--- src/rtl/alu_wide_sequencer.sv ---
// alu_wide_sequencer: multi-cycle front end that drives a narrow
// combinational ALU one slice per cycle, least-significant slice first.
// The carry is chained from slice to slice through a register.
// The assembled wide result, the final carry and a zero flag are
// returned over a valid/ready handshake.
module alu_wide_sequencer #(
  parameter int WIDTH  = 16,
  parameter int SLICES = 2
) (
  input  logic                      clk,
  input  logic                      rst,
  // operation input handshake
  input  logic                      in_valid,
  output logic                      in_ready,
  input  logic [SLICES*WIDTH-1:0]   in_a,
  input  logic [SLICES*WIDTH-1:0]   in_b,
  input  logic                      in_ci,
  input  logic [3:0]                in_S,
  input  logic                      in_M,
  // connection to the external narrow ALU
  output logic [WIDTH-1:0]          alu_a,
  output logic [WIDTH-1:0]          alu_b,
  output logic                      alu_ci,
  output logic [3:0]                alu_S,
  output logic                      alu_M,
  input  logic [WIDTH-1:0]          alu_s,
  input  logic                      alu_co,
  // result output handshake
  output logic                      out_valid,
  input  logic                      out_ready,
  output logic [SLICES*WIDTH-1:0]   out_s,
  output logic                      out_co,
  output logic                      out_zero
);

  localparam int OPW  = SLICES * WIDTH;
  localparam int IDXW = (SLICES > 1) ? $clog2(SLICES) : 1;
  localparam logic [IDXW-1:0] LAST_IDX = IDXW'(SLICES - 1);

  typedef enum logic [1:0] {
    IDLE = 2'd0,
    RUN  = 2'd1,
    DONE = 2'd2
  } state_t;

  state_t           state_q, state_d;
  logic [IDXW-1:0]  idx_q, idx_d;
  logic             carry_q, carry_d;
  logic [OPW-1:0]   a_q, a_d;
  logic [OPW-1:0]   b_q, b_d;
  logic [OPW-1:0]   res_q, res_d;
  logic [3:0]       func_q, func_d;
  logic             mode_q, mode_d;
  logic             co_q, co_d;
  logic             zero_q, zero_d;

  // State and datapath registers; reset aborts any operation in flight.
  always_ff @(posedge clk or posedge rst) begin
    if (rst) begin
      state_q <= IDLE;
      idx_q   <= '0;
      carry_q <= 1'b0;
      a_q     <= '0;
      b_q     <= '0;
      res_q   <= '0;
      func_q  <= 4'd0;
      mode_q  <= 1'b0;
      co_q    <= 1'b0;
      zero_q  <= 1'b0;
    end else begin
      state_q <= state_d;
      idx_q   <= idx_d;
      carry_q <= carry_d;
      a_q     <= a_d;
      b_q     <= b_d;
      res_q   <= res_d;
      func_q  <= func_d;
      mode_q  <= mode_d;
      co_q    <= co_d;
      zero_q  <= zero_d;
    end
  end

  // Next-state logic: capture on accept, fold one ALU slice per RUN cycle,
  // then hold the result until the consumer takes it.
  always_comb begin
    state_d = state_q;
    idx_d   = idx_q;
    carry_d = carry_q;
    a_d     = a_q;
    b_d     = b_q;
    res_d   = res_q;
    func_d  = func_q;
    mode_d  = mode_q;
    co_d    = co_q;
    zero_d  = zero_q;

    case (state_q)
      IDLE: begin
        if (in_valid) begin
          a_d     = in_a;
          b_d     = in_b;
          func_d  = in_S;
          mode_d  = in_M;
          carry_d = in_ci;
          idx_d   = '0;
          state_d = RUN;
        end
      end

      RUN: begin
        res_d[idx_q*WIDTH +: WIDTH] = alu_s;
        carry_d = alu_co;
        if (idx_q == LAST_IDX) begin
          co_d    = alu_co;
          zero_d  = (res_d == '0);
          state_d = DONE;
        end else begin
          idx_d = idx_q + IDXW'(1);
        end
      end

      DONE: begin
        if (out_ready) begin
          state_d = IDLE;
        end
      end

      default: begin
        state_d = IDLE;
      end
    endcase
  end

  assign in_ready  = (state_q == IDLE);
  assign out_valid = (state_q == DONE);
  assign out_s     = res_q;
  assign out_co    = co_q;
  assign out_zero  = zero_q;

  // The ALU only sees live operands while a slice is being computed.
  assign alu_a  = (state_q == RUN) ? a_q[idx_q*WIDTH +: WIDTH] : '0;
  assign alu_b  = (state_q == RUN) ? b_q[idx_q*WIDTH +: WIDTH] : '0;
  assign alu_ci = (state_q == RUN) ? carry_q : 1'b0;
  assign alu_S  = func_q;
  assign alu_M  = mode_q;

endmodule

--- config.mk ---
export PLATFORM = sky130hd
export DESIGN_NAME = alu_wide_sequencer
export DESIGN_NICKNAME = d
export VERILOG_FILES = /design/src/rtl/alu_wide_sequencer.sv
export SDC_FILE = /design/constraint.sdc
export NUM_CORES = 1
export LEC_CHECK = 0
export BUFFER_PORTS_ARGS = -buffer_cell sky130_fd_sc_hd__clkbuf_2
export CAP_MARGIN = 30
export CELL_PAD_IN_SITES_DETAIL_PLACEMENT = 0
export CELL_PAD_IN_SITES_GLOBAL_PLACEMENT = 1
export CORE_MARGIN = 10
export CORE_UTILIZATION = 39
export DETAILED_ROUTE_END_ITERATION = 16
export HOLD_SLACK_MARGIN = 0.15
export PLACE_DENSITY_LB_ADDON = 0.1
export SETUP_SLACK_MARGIN = 0.3
export SKIP_LAST_GASP = 1
export SYNTH_ARGS = -nofsm -noshare
export SYNTH_HDL_FRONTEND = slang
export SYNTH_SLANG_ARGS = --single-unit
--- constraint.sdc ---
create_clock -name clk -period 4.8 [get_ports clk]
set_clock_uncertainty 0.2 [all_clocks]
set_input_delay 0.48 -clock clk [delete_from_list [all_inputs] [get_ports clk]]
set_output_delay 0.48 -clock clk [all_outputs]
set_load 0.01 [all_outputs]
==> metrics.md <==
| Metric | Value |
|---|---|
| Initial Utilization | `40.0%` |
| Status | `finished clean` |
| Final Max Slew Viols | `0` |
| Tmin final | `2580 ps` |
| Mapped Cells | `327` |
| RD Place Congestion | `0.752` |
| Critical Path End Type | `flip-flop` |
| Switching power | `1.35 mW` |
| Grt met1 use | `17.9%` |
| Num rows | `39` |
| DRT Pass-1 Iters | `4` |
| Initial antenna violation count | `0` |
| Hold Path Sink | `state_q[1]$_DFFE_PP0P_` |
| Synth cell types | `27` |
| Clock share of power | `18.1%` |
| Crit-path max FO | `35` |
| Post-layout nets | `577` |
| Setup TNS | `0 ps` |
| Hold path cells | `2` |
| CTS H-tree depth | `3` |
| Power Density | `684 nW/um^2` |
| Setup slack after layout | `2220 ps` |
| Routed WL per cell | `18.3 um` |
| Synth Warn # | `0` |
| Post-CTS sizing | `0` |
| Core Region | `11500 sq um` |
| Via Count | `3128` |
| Static Leak | `2.85 nW` |
| Mapped cell area | `4590 sq um` |
| Grt met2 use | `21.4%` |
| Post-DP Area | `5510 sq um` |
| Relative max-transition margin | `36.2%` |
| Worst hold path type | `in -> reg` |
| Final Util | `50.7%` |
| #FFs+latches synth | `107` |
| Top Ports | `165` |
| Clock Pin Slew Worst Setup and Hold Paths | `70 ps` |
| Largest delay share family, worst path | `simple AND/OR/NAND/NOR gates` |
| Port Buf Inserts | `164` |
| Final wirelength | `11.6 mm` |
| Syn Area/Cell | `14.0 sq um` |
| Die ar. | `16500 sq um` |
| Final period util | `53.7%` |
| First-pass GRT wire length | `18.6 mm` |
| Initial drt markers | `133` |
| Req. time, crit path | `4830 ps` |
| Fillcell total | `1080` |
| Sw frac | `34.0%` |
| Worst path bufs/invs | `0` |
| Hold Startpoint | `out_ready` |
| Largest net degree at the start of global routing | `74` |
| Count of final setup violators | `0` |
| Critical Path AT | `2610 ps` |
| Number of max-cap violations | `0` |
| Clock latency at the later pin of the worst-skew pair | `340 ps` |
| RSZ-0062 raised after global routing | `no` |
| Vias in the first global route | `3494` |
| Vias per std cell | `4.93` |
| R2r endpoint | `out_s[2]$_DFFE_PP0P_` |
| Die W | `128 um` |
| M3 GR Usage | `5.22%` |
| Sequential area share after synthesis | `58.4%` |
| Antenna diodes | `0` |
| Startpoint type of the worst setup path | `flip-flop` |
| Crit Path Class | `reg -> reg` |
| GR Util All Layers | `14.1%` |
| Syn nets | `418` |
| FF-to-FF path depth | `3` |
| Total CTS buffers | `9` |
| Combinational share of power | `40.2%` |
| Worst vdd ir | `0.497 mV` |
| GR peak layer | `met2` |
| Overflow after GRT | `0` |
| Syn-to-layout area delta | `26.7%` |
| DRC | `0` |
| Slowest CP cell | `nor2_2` |
| Setup slack, reg-to-reg | `2220 ps` |
| Critical-path cell list | `nand2b_2 -> nor2_2 -> mux2_2` |
| Post-CTS Setup Bufs | `0` |
| Number of antenna-violating nets in the routed design | `0` |
| Max Clk Rate | `388 MHz` |
| Share of layout cells above drive strength 1 | `58.7%` |
| CTS tree | `done` |
| Internal Power | `2.63 mW` |
| Endpoints failing hold | `0` |
| Slew @ Worst Pin | `957 ps` |
| Clock Tree Buf Depth | `2` |
| Final Cell Area | `5810 sq um` |
| Register share of total power | `41.7%` |
| Setup WS pre-CTS | `2150 ps` |
| Die Y | `128 um` |
| CTS Sinks | `107` |
| Root Buffer | `clkbuf_16` |
| Max stage delay on crit path | `860 ps` |
| Worst reg2reg startpoint | `state_q[1]$_DFFE_PP0P_` |
| DP Wirelength | `8.63 mm` |
[synthesized netlist by cell type]
library cell | number | area [sq um]
nor2_2 | 1 | 6.26
a221o_1 | 1 | 10.0
nand2_1 | 2 | 7.51
clkbuf_1 | 3 | 11.3
and2_1 | 1 | 6.26
nand4b_1 | 1 | 8.76
mux2_2 | 102 | 1150
nor4b_1 | 1 | 8.76
nor4_1 | 5 | 31.3
o21ai_0 | 2 | 10.0
or3_1 | 1 | 6.26
o31a_1 | 1 | 8.76
nor2_1 | 34 | 128
nand3_1 | 1 | 5.00
dfrtp_1 | 107 | 2680
or2_2 | 1 | 6.26
nor3_1 | 3 | 15.0
buf_6 | 1 | 11.3
mux2i_1 | 32 | 320
nor2b_1 | 1 | 6.26
buf_4 | 7 | 52.6
o31ai_1 | 1 | 7.51
a21oi_1 | 1 | 5.00
inv_1 | 4 | 15.0
or4_1 | 3 | 22.5
buf_2 | 8 | 40.0
nand2b_1 | 2 | 12.5
[how the worst max path moves through the flow]
| stage | depth (start not counted) | slack, ps | to | from |
|---|---|---|---|---|
| after floorplan | 1 | 1300 | a_q[0]$_DFFE_PP0P_ | rst |
| after global placement | 3 | 1890 | out_zero$_DFFE_PP0P_ | idx_q$_DFFE_PP0P_ |
| after detailed placement | 3 | 2150 | out_s[2]$_DFFE_PP0P_ | state_q[1]$_DFFE_PP0P_ |
| after CTS | 3 | 2140 | out_s[11]$_DFFE_PP0P_ | state_q[1]$_DFFE_PP0P_ |
| after global routing | 3 | 2020 | out_s[2]$_DFFE_PP0P_ | state_q[1]$_DFFE_PP0P_ |
| final | 3 | 2220 | out_s[2]$_DFFE_PP0P_ | state_q[1]$_DFFE_PP0P_ |
[final cells by class]
cell class	count	area, sq um	area share (%)
Clock buffer	15	288	4.95
Clock inverter	1	5.00	0.0861
Inverter	4	17.5	0.301
Multi-Input combinational cell	197	1790	30.7
Sequential cell	107	2680	46.1
Tap cell	143	179	3.08
Timing Repair Buffer	167	858	14.8
[metal layers]
layer,share of wire [%],vias to the layer above
met5,0,-
met4,1.4,0
met3,7.8,11
met2,46,97
met1,44,1548
li1,-,1472
[state kept, by name, indices dropped and copies added, names as in the netlist]
name,cells
idx_q,1
alu_S,4
a_q,32
alu_M,1
out_s,32
b_q,32
out_zero,1
out_co,1
carry_q,1
state_q,2
[power groups by stage]
stage,Clock [mW],Sequential [mW],Combinational [mW]
floorplan,0,1.65,1.09
global placement,0,1.70,1.56
detailed placement,0,1.69,1.64
CTS,0.748,1.67,1.65
global route,0.787,1.73,1.76
finish,0.720,1.66,1.60
[kinds of logic (layout without fill, tap and decap cells)]
| group | Yosys count | after routing | synth area share, % |
|---|---|---|---|
| compound gates | 6 | 6 | 0.900 |
| mux | 134 | 134 | 32.0 |
| buf+inv | 23 | 187 | 2.84 |
| simple gates | 57 | 57 | 5.89 |
| flops | 107 | 107 | 58.4 |
[layout by cell type (no fill, tap or decap), drive strengths merged]
master / Yosys / layout
o31a: 1 / 1
o21ai: 2 / 2
nor2b: 1 / 1
o31ai: 1 / 1
a21oi: 1 / 1
nand2b: 2 / 2
clkinv: 0 / 1
nor4b: 1 / 1
nor2: 35 / 35
clkbuf: 3 / 179
nand3: 1 / 1
or2: 1 / 1
buf: 16 / 2
dlygate4sd3: 0 / 1
inv: 4 / 4
nand2: 2 / 2
or3: 1 / 1
or4: 3 / 3
mux2: 102 / 102
nor3: 3 / 3
nor4: 5 / 5
dfrtp: 107 / 107
and2: 1 / 1
mux2i: 32 / 32
nand4b: 1 / 1
a221o: 1 / 1
[through the flow]
step | power (mW) | instances | hold slack [ps]
floorplan | 2.74 | 327 | 280
global placement | 3.27 | 616 | 288
detailed placement | 3.33 | 617 | 295
CTS | 4.06 | 634 | 150
global route | 4.27 | 634 | 153
finish | 3.98 | 634 | 160
[what timing repair did]
item,CTS,global route
hold buffers,1,0
hold endpoints to repair,66,0
setup endpoints to repair,0,0
(Power assumes the default switching activity.)
